==> src/rtl/sfp_link_ctrl.sv <==
// sfp_link_ctrl: per-port SFP+ link bring-up FSM (PHY reset, laser enable, lock debounce, retry, fault hold).
// Define SFP_LINK_CTRL_STATS_EN to build the saturating retry_count/drop_count registers.
module sfp_link_ctrl #(
  parameter int RST_CYCLES   = 16,
  parameter int LOCK_TIMEOUT = 1_000_000,
  parameter int DEBOUNCE     = 64,
  parameter int FAULT_HOLD   = 156_250,
  parameter int TIMER_W      = 24
) (
  input  logic       clk,
  input  logic       rst_n,
  input  logic       sfp_absent,
  input  logic       sfp_tx_fault,
  input  logic       qplllock,
  input  logic       phy_resetdone,
  input  logic       rx_block_lock,
  input  logic       rx_hi_ber,
  output logic       sfp_tx_disable,
  output logic       phy_rst,
  output logic       link_up,
  output logic [2:0] state,
  output logic [7:0] retry_count,
  output logic [7:0] drop_count
);
  typedef enum logic [2:0] {
    ST_DISABLED   = 3'd0,
    ST_WAIT_PLL   = 3'd1,
    ST_PHY_RESET  = 3'd2,
    ST_WAIT_LOCK  = 3'd3,
    ST_LINK_UP    = 3'd4,
    ST_FAULT_HOLD = 3'd5
  } state_t;
  state_t cur, nxt;
  logic [TIMER_W-1:0] tmr, tmr_n, deb, deb_n;
  logic abs_s1, abs_s2, flt_s1, flt_s2, good;
  assign good  = phy_resetdone & rx_block_lock & ~rx_hi_ber;
  assign state = cur;
  always_comb begin
    nxt   = cur;
    tmr_n = tmr;
    deb_n = '0;
    if (abs_s2 || cur > ST_FAULT_HOLD) nxt = ST_DISABLED;
    else if (flt_s2 && cur != ST_FAULT_HOLD && cur != ST_DISABLED) begin
      nxt   = ST_FAULT_HOLD;
      tmr_n = TIMER_W'(FAULT_HOLD - 1);
    end else if (!qplllock && (cur == ST_PHY_RESET || cur == ST_WAIT_LOCK || cur == ST_LINK_UP))
      nxt = ST_WAIT_PLL;
    else
      case (cur)
        ST_DISABLED: nxt = ST_WAIT_PLL;
        ST_WAIT_PLL:
          if (qplllock) begin
            nxt   = ST_PHY_RESET;
            tmr_n = TIMER_W'(RST_CYCLES - 1);
          end
        ST_PHY_RESET:
          if (tmr == '0) begin
            nxt   = ST_WAIT_LOCK;
            tmr_n = TIMER_W'(LOCK_TIMEOUT - 1);
          end else tmr_n = tmr - 1'b1;
        ST_WAIT_LOCK: begin
          deb_n = good ? deb + 1'b1 : '0;
          // debounce completion takes precedence over a coincident timeout
          if (deb_n == TIMER_W'(DEBOUNCE)) nxt = ST_LINK_UP;
          else if (tmr == '0) begin
            nxt   = ST_PHY_RESET;
            tmr_n = TIMER_W'(RST_CYCLES - 1);
          end else tmr_n = tmr - 1'b1;
        end
        ST_LINK_UP:
          if (!rx_block_lock || rx_hi_ber) begin
            nxt   = ST_WAIT_LOCK;
            tmr_n = TIMER_W'(LOCK_TIMEOUT - 1);
          end
        ST_FAULT_HOLD:
          if (tmr == '0) begin
            nxt   = flt_s2 ? ST_FAULT_HOLD : ST_WAIT_PLL;
            tmr_n = flt_s2 ? TIMER_W'(FAULT_HOLD - 1) : tmr;
          end else tmr_n = tmr - 1'b1;
        default: nxt = ST_DISABLED;
      endcase
  end
  always_ff @(posedge clk or negedge rst_n)
    if (!rst_n) begin
      abs_s1         <= 1'b1;
      abs_s2         <= 1'b1;
      flt_s1         <= 1'b0;
      flt_s2         <= 1'b0;
      cur            <= ST_DISABLED;
      tmr            <= '0;
      deb            <= '0;
      sfp_tx_disable <= 1'b1;
      phy_rst        <= 1'b1;
      link_up        <= 1'b0;
    end else begin
      abs_s1         <= sfp_absent;
      abs_s2         <= abs_s1;
      flt_s1         <= sfp_tx_fault;
      flt_s2         <= flt_s1;
      cur            <= nxt;
      tmr            <= tmr_n;
      deb            <= deb_n;
      sfp_tx_disable <= !(nxt == ST_WAIT_LOCK || nxt == ST_LINK_UP);
      phy_rst        <= !(nxt == ST_WAIT_LOCK || nxt == ST_LINK_UP);
      link_up        <= nxt == ST_LINK_UP;
    end
`ifdef SFP_LINK_CTRL_STATS_EN
  logic [7:0] retry_q, drop_q;
  always_ff @(posedge clk or negedge rst_n)
    if (!rst_n) begin
      retry_q <= '0;
      drop_q  <= '0;
    end else begin
      if (cur == ST_WAIT_LOCK && nxt == ST_PHY_RESET && retry_q != 8'hff) retry_q <= retry_q + 1'b1;
      if (cur == ST_LINK_UP && nxt != ST_LINK_UP && drop_q != 8'hff) drop_q <= drop_q + 1'b1;
    end
  assign retry_count = retry_q;
  assign drop_count  = drop_q;
`else
  assign retry_count = '0;
  assign drop_count  = '0;
`endif
endmodule

==> config.mk <==
export PLATFORM = sky130hd
export DESIGN_NAME = sfp_link_ctrl
export DESIGN_NICKNAME = d
export VERILOG_FILES = /design/src/rtl/sfp_link_ctrl.sv
export SDC_FILE = /design/constraint.sdc
export NUM_CORES = 1
export LEC_CHECK = 0
export ABC_AREA = 1
export ABC_CLOCK_PERIOD_IN_PS = 5800
export CAP_MARGIN = 25
export CORE_MARGIN = 2
export CORE_UTILIZATION = 64
export DETAILED_ROUTE_END_ITERATION = 16
export DONT_BUFFER_PORTS = 1
export HOLD_SLACK_MARGIN = 0.12
export PLACE_DENSITY = 0.78
export SYNTH_ARGS = -nofsm -noshare
export SYNTH_HDL_FRONTEND = slang
export SYNTH_SLANG_ARGS = --single-unit
==> constraint.sdc <==
create_clock -name clk -period 5.8 [get_ports clk]
set_input_delay 0.87 -clock clk [delete_from_list [all_inputs] [get_ports clk]]
set_output_delay 0.87 -clock clk [all_outputs]
set_load 0.01 [all_outputs]
# Word level (Yosys, flattened, before mapping)
# Index checks and enable logic that the tools add are counted.
[word_totals] regBits=57 output_inout_bits=22 elab_cells=72
[op_classes] add_sub_neg=2 magnitude_cmp=1 n_eq_ne=14 n_mux=26 n_bitwise=4 n_reduce_logical=16
[op_table] op="$mux 24" count=14
[op_table] op="$pmux 24 s5" count=1
[op_table] op="$mux 3" count=10
[op_table] op="$add 24x1->24 const B" count=1
[op_table] op="$eq 24x7->1 const B" count=1
[op_table] op="$logic_not 24->1" count=1
[op_table] op="$sub 24x1->24 const B" count=1
[op_table] op="$pmux 3 s6" count=1
[op_table] op="$eq 3x2->1 const B" count=3
[op_table] op="$eq 3x3->1 const B" count=3
[op_table] op="$ne 3x3->1 const B" count=3
[op_table] op="$reduce_and 7->1" count=1
[op_table] op="$reduce_bool 6->1" count=1
[op_table] op="$logic_or 1x1->1" count=5
[op_table] op="$ne 4x4->1 const B" count=1
[op_table] op="$eq 3x1->1 const B" count=1
[op_table] op="$gt 3x3->1 const B" count=1
[op_table] op="$logic_and 1x1->1" count=3
[op_table] op="$logic_not 1->1" count=3
[op_table] op="$logic_not 3->1" count=1
[op_table] op="$ne 3x2->1 const B" count=1
[op_table] op="$reduce_bool 3->1" count=1
[op_table] op="$and 1x1->1" count=2
[op_table] op="$ne 2x2->1 const B" count=1
[op_table] op="$not 1->1" count=2

# Logic depth before layout (Yosys ltp)
[depth] ltp_word=12 ltp_mapped=21 depth_no_buf=21

# Least setup slack after synthesis
# No wires, ideal clock.
[synth_path] kind="input to register" from="input phy_resetdone" to="register tmr[14]" setup_time_ns=0.118 t_arrival_ns=2.355 required_time_ns=5.682 slack_ns=3.328 stages=11 path_buffers=2 cell_sequence="nand2_1 -> nor2_2 -> buf_4 -> nand3_1 -> nor4_1 -> nand3b_1 -> nor3_2 -> nor2_4 -> buf_2 -> nand4_1 -> nand2_1"
[synth_between] elab_chain_len=6
[synth_lines] item="start, declared" line="15" text="input logic phy_resetdone,"
[synth_lines] item="$and 1x1->1 (2 in a row)" line="36" text="assign good = phy_resetdone & rx_block_lock & ~rx_hi_ber;"
[synth_lines] item="$mux 24" line="62" text="deb_n = good ? deb + 1'b1 : '0;"
[synth_lines] item="$eq 24x7->1" line="64" text="if (deb_n == TIMER_W'(DEBOUNCE)) nxt = ST_LINK_UP;"
[synth_lines] item="$ne 3x3->1 (no line)"
[synth_lines] item="$reduce_and 7->1 (no line)"
[synth_lines] item="end signal, assigned" line="101" text="tmr <= tmr_n;"
[synth_lines] item="end, declared" line="34" text="logic [TIMER_W-1:0] tmr, tmr_n, deb, deb_n;"
# Every way passes these cells.
# A chain may end at the register's enable or synchronous reset.

# Final worst setup path
[layout_path] from="register deb[0]" to="register tmr[14]"
[layout_between] elab_chain_len=5
[layout_lines] item="start, declared" line="34"
[layout_lines] item="start signal, assigned" line="102" text="deb <= deb_n;"
[layout_lines] item="$add 24x1->24" line="62"
[layout_lines] item="$mux 24" line="62"
[layout_lines] item="$eq 24x7->1" line="64"
[layout_lines] item="$ne 3x3->1 (no line)"
[layout_lines] item="$reduce_and 7->1 (no line)"
# Every way passes these cells.

==> summary.txt <==
Die
  • Width of the chip: 85.8 microns
  • Initial core utilization: 66.6%
  • Die Footprint: 7360 sq um
  • Site Rows: 29
  • Die H: 85.8 microns
  • Core footprint: 6420 sq um
  • Top-Level Pins: 30

Timing
  • Final setup viols: 0
  • Clk_skew: 0.00759 ns
  • Final Hold Fails: 0
  • Achievable clock frequency: 337 MHz
  • Setup repair after global routing missed its margin: false
  • Least-Margin Pin Slew: 0.614 ns
  • Slew headroom: 58.9%
  • Final worst path period share: 51.2%
  • Final setup TNS: 0 ns
  • Fin crit period: 2.97 ns
  • Final slew viol count: 0

Detailed routing
  • Vias: 4098
  • Post-route ant nets: 0
  • Routed wire length: 10000 microns
  • DRT Pass-1 Iters: 13
  • Via density: 5.64
  • Iteration-0 DRC count of the detailed router: 254
  • WL/cell: 13.8 microns
  • DRC Markers: 2

Clock tree
  • CTS Buf Count: 9
  • Post-CTS sizing: 0
  • CTS tree: done
  • Root Driver: clkbuf_8
  • Worst-Skew Late Latency: 0.35 ns
  • Longest Clk Path Bufs: 2
  • H-tree lvl count: 3
  • Hold-fix buffers, CTS: 0
  • Clock-pin slew on the worst setup and hold paths: 0.07 ns
  • Post-CTS Setup Bufs: 0
  • Clk sinks: 57

Layout
  • NumNets Final: 657
  • Layout cells sized above 1: 8.47%
  • # fillers: 583
  • Area Growth Syn to Fin: 4.82%
  • # diodes: 0

Yosys
  • Share of the synthesized area in the top cell type: 31.6%
  • Register area share after synthesis: 33.4%
  • Synth area leaders: dfrtp_1 (32%), nand2_1 (16%), nor2_1 (9.2%)
  • Mapped Area: 4280 sq um
  • Yosys top cell by area: dfrtp_1
  • Synth cell types: 40
  • Main synth FF type: dfrtp_1
  • Yosys reg bits: 57
  • Synth async-reset ratio: 100%
  • Synth Instances: 646
  • Avg Inst Size Synth: 6.63 sq um
  • Post-synth EDFFs: 0
  • Ys Warns: 0

Outcome
  • Failing checks: DRC
  • Outcome: finished, violations left

Global routing
  • Global-route wire length before repair: 17300 microns
  • Vias in the first global route: 3856
  • Grt ovf: 0
  • Largest net degree at the start of global routing: 58
  • Initial antenna violation count: 0
  • Gr usage total: 29.4%

Setup path
  • Critical path data arrival time: 3.21 ns
  • Worst Path Required: 6.04 ns
  • Worst Reg-to-Reg Cells: 14
  • Reg2Reg Capture Point: tmr[14]
  • Crit path from: deb[0]
  • Crit path kind: reg -> reg
  • Crit path launch type: flip-flop
  • CP endpoint: tmr[14]
  • Critical-path maximum fanout: 25
  • Critical Path Sink Type: flip-flop
  • Worst r2r src: deb[0]
  • R2R setup slack: 2.83 ns

Flow run
  • Number of max-cap violations: 0

Power and ir drop
  • Tot Pwr: 1630 uW
  • Leakage power: 0.00229 uW
  • Max VDD drop: 0.000289 V
  • Cell area power density: 364 nW/um^2

Place
  • Detailed placer's ending HPWL: 7100 microns
  • Placer congestion estimate: 0.925
  • Port bufs: 0

Worst hold path
  • Hold WC Path Type: in -> async
## per-layer routing
metal	GRT usage, %	part of all wire (%)	up-vias
met1	38.0	42	1907
met5	0	0	-
met4	12.8	2.3	0
met3	4.04	5.8	23
li1	-	-	2024
met2	49.6	50	144
## cells in the mapped netlist, drive strengths merged (2+ instances only)
library cell,count
nand3b,2
ha,5
dfstp,3
dfrtp,54
a21oi,14
nand2,192
inv,75
o21ai,12
or2,5
nand3,54
nand4,37
xnor2,7
clkbuf,8
nor3,10
buf,24
nor4,3
o21bai,3
xor2,12
nor2,118
## registers in the layout (all words and copies together), names as in the netlist
register,count
deb,24
abs_s2,1
phy_rst,1
flt_s1,1
flt_s2,1
state,3
abs_s1,1
link_up,1
tmr,24
## cells in the final DEF, fill, tap and decap left out, types with 4 or more instances in the layout
| cell | instances |
|---|---|
| a21oi_1 | 13 |
| clkbuf_8 | 10 |
| conb_1 | 16 |
| dfrtp_1 | 54 |
| ha_1 | 5 |
| inv_1 | 71 |
| inv_2 | 4 |
| nand2_1 | 186 |
| nand2_2 | 6 |
| nand3_1 | 50 |
| nand4_1 | 37 |
| nor2_1 | 105 |
| nor2_2 | 4 |
| nor2_4 | 8 |
| nor3_1 | 8 |
| o21ai_0 | 11 |
| or2_2 | 4 |
| xnor2_1 | 7 |
| xor2_1 | 12 |
## worst max-delay path, cell delays in order (launching register included)
cell and delay (ns):
dfrtp_1 0.39, ha_1 0.20, inv_1 0.11, nor2_8 0.18
nand2_2 0.10, nor2_1 0.21, nand2_1 0.08, nand2_1 0.06
nand3_1 0.14, nand4_1 0.18, nor3_2 0.07, nor2_4 0.48
nand3_4 0.40, nand2_1 0.16, nand2_1 0.06
## where the power goes
part | internal (uW) | switching (uW) | total (uW)
combinational | 215 | 471 | 686
clock | 254 | 164 | 417
sequential | 453 | 76.3 | 529
total | 922 | 711 | 1630
## worst min-delay path by stage
stage	slack (ns)	endpoint	from
after floorplan	0.33	flt_s2	flt_s1
after global routing	0.20	deb[5]	rst_n
final	0.21	deb[5]	rst_n
after detailed placement	0.34	flt_s2	flt_s1
after global placement	0.35	flt_s2	flt_s1
after CTS	0.20	deb[5]	rst_n
## cell type report
type | count | area, sq um | share of cell area (%)
Clock buffer | 13 | 149 | 3.32
Tap cell | 77 | 96.3 | 2.15
Timing Repair Buffer | 4 | 45.0 | 1.00
Inverter | 75 | 282 | 6.27
Sequential cell | 57 | 1430 | 31.9
Multi-Input combinational cell | 497 | 2420 | 53.9
Clock inverter | 3 | 65.1 | 1.45
## cell families (layout without fill, tap and decap cells)
| family | after synthesis | in the layout | synth area share [%] |
|---|---|---|---|
| simple gates | 423 | 423 | 45.1 |
| buf+inv | 107 | 95 | 11.5 |
| flops | 57 | 57 | 33.4 |
| compound gates | 34 | 34 | 4.56 |
| xor+xnor | 19 | 19 | 3.89 |
| fa+ha+maj | 5 | 5 | 1.46 |
| other cells | 1 | 16 | 0.0876 |
## through the flow
step | instance area [sq um] | worst slack [ns] | utilization, % | hold WS, ns | cells
after CTS | 4470 | 2.48 | 69.6 | 0.201 | 725
after floorplan | 4340 | 3.33 | - | 0.331 | 661
after global placement | 4240 | 2.18 | 66.1 | 0.346 | 708
after global routing | 4490 | 2.54 | 69.9 | 0.197 | 726
after detailed placement | 4260 | 2.15 | 66.3 | 0.339 | 709
final | 4490 | 2.83 | 69.9 | 0.208 | 726
Note: power is estimated with default switching activity, not from simulation.
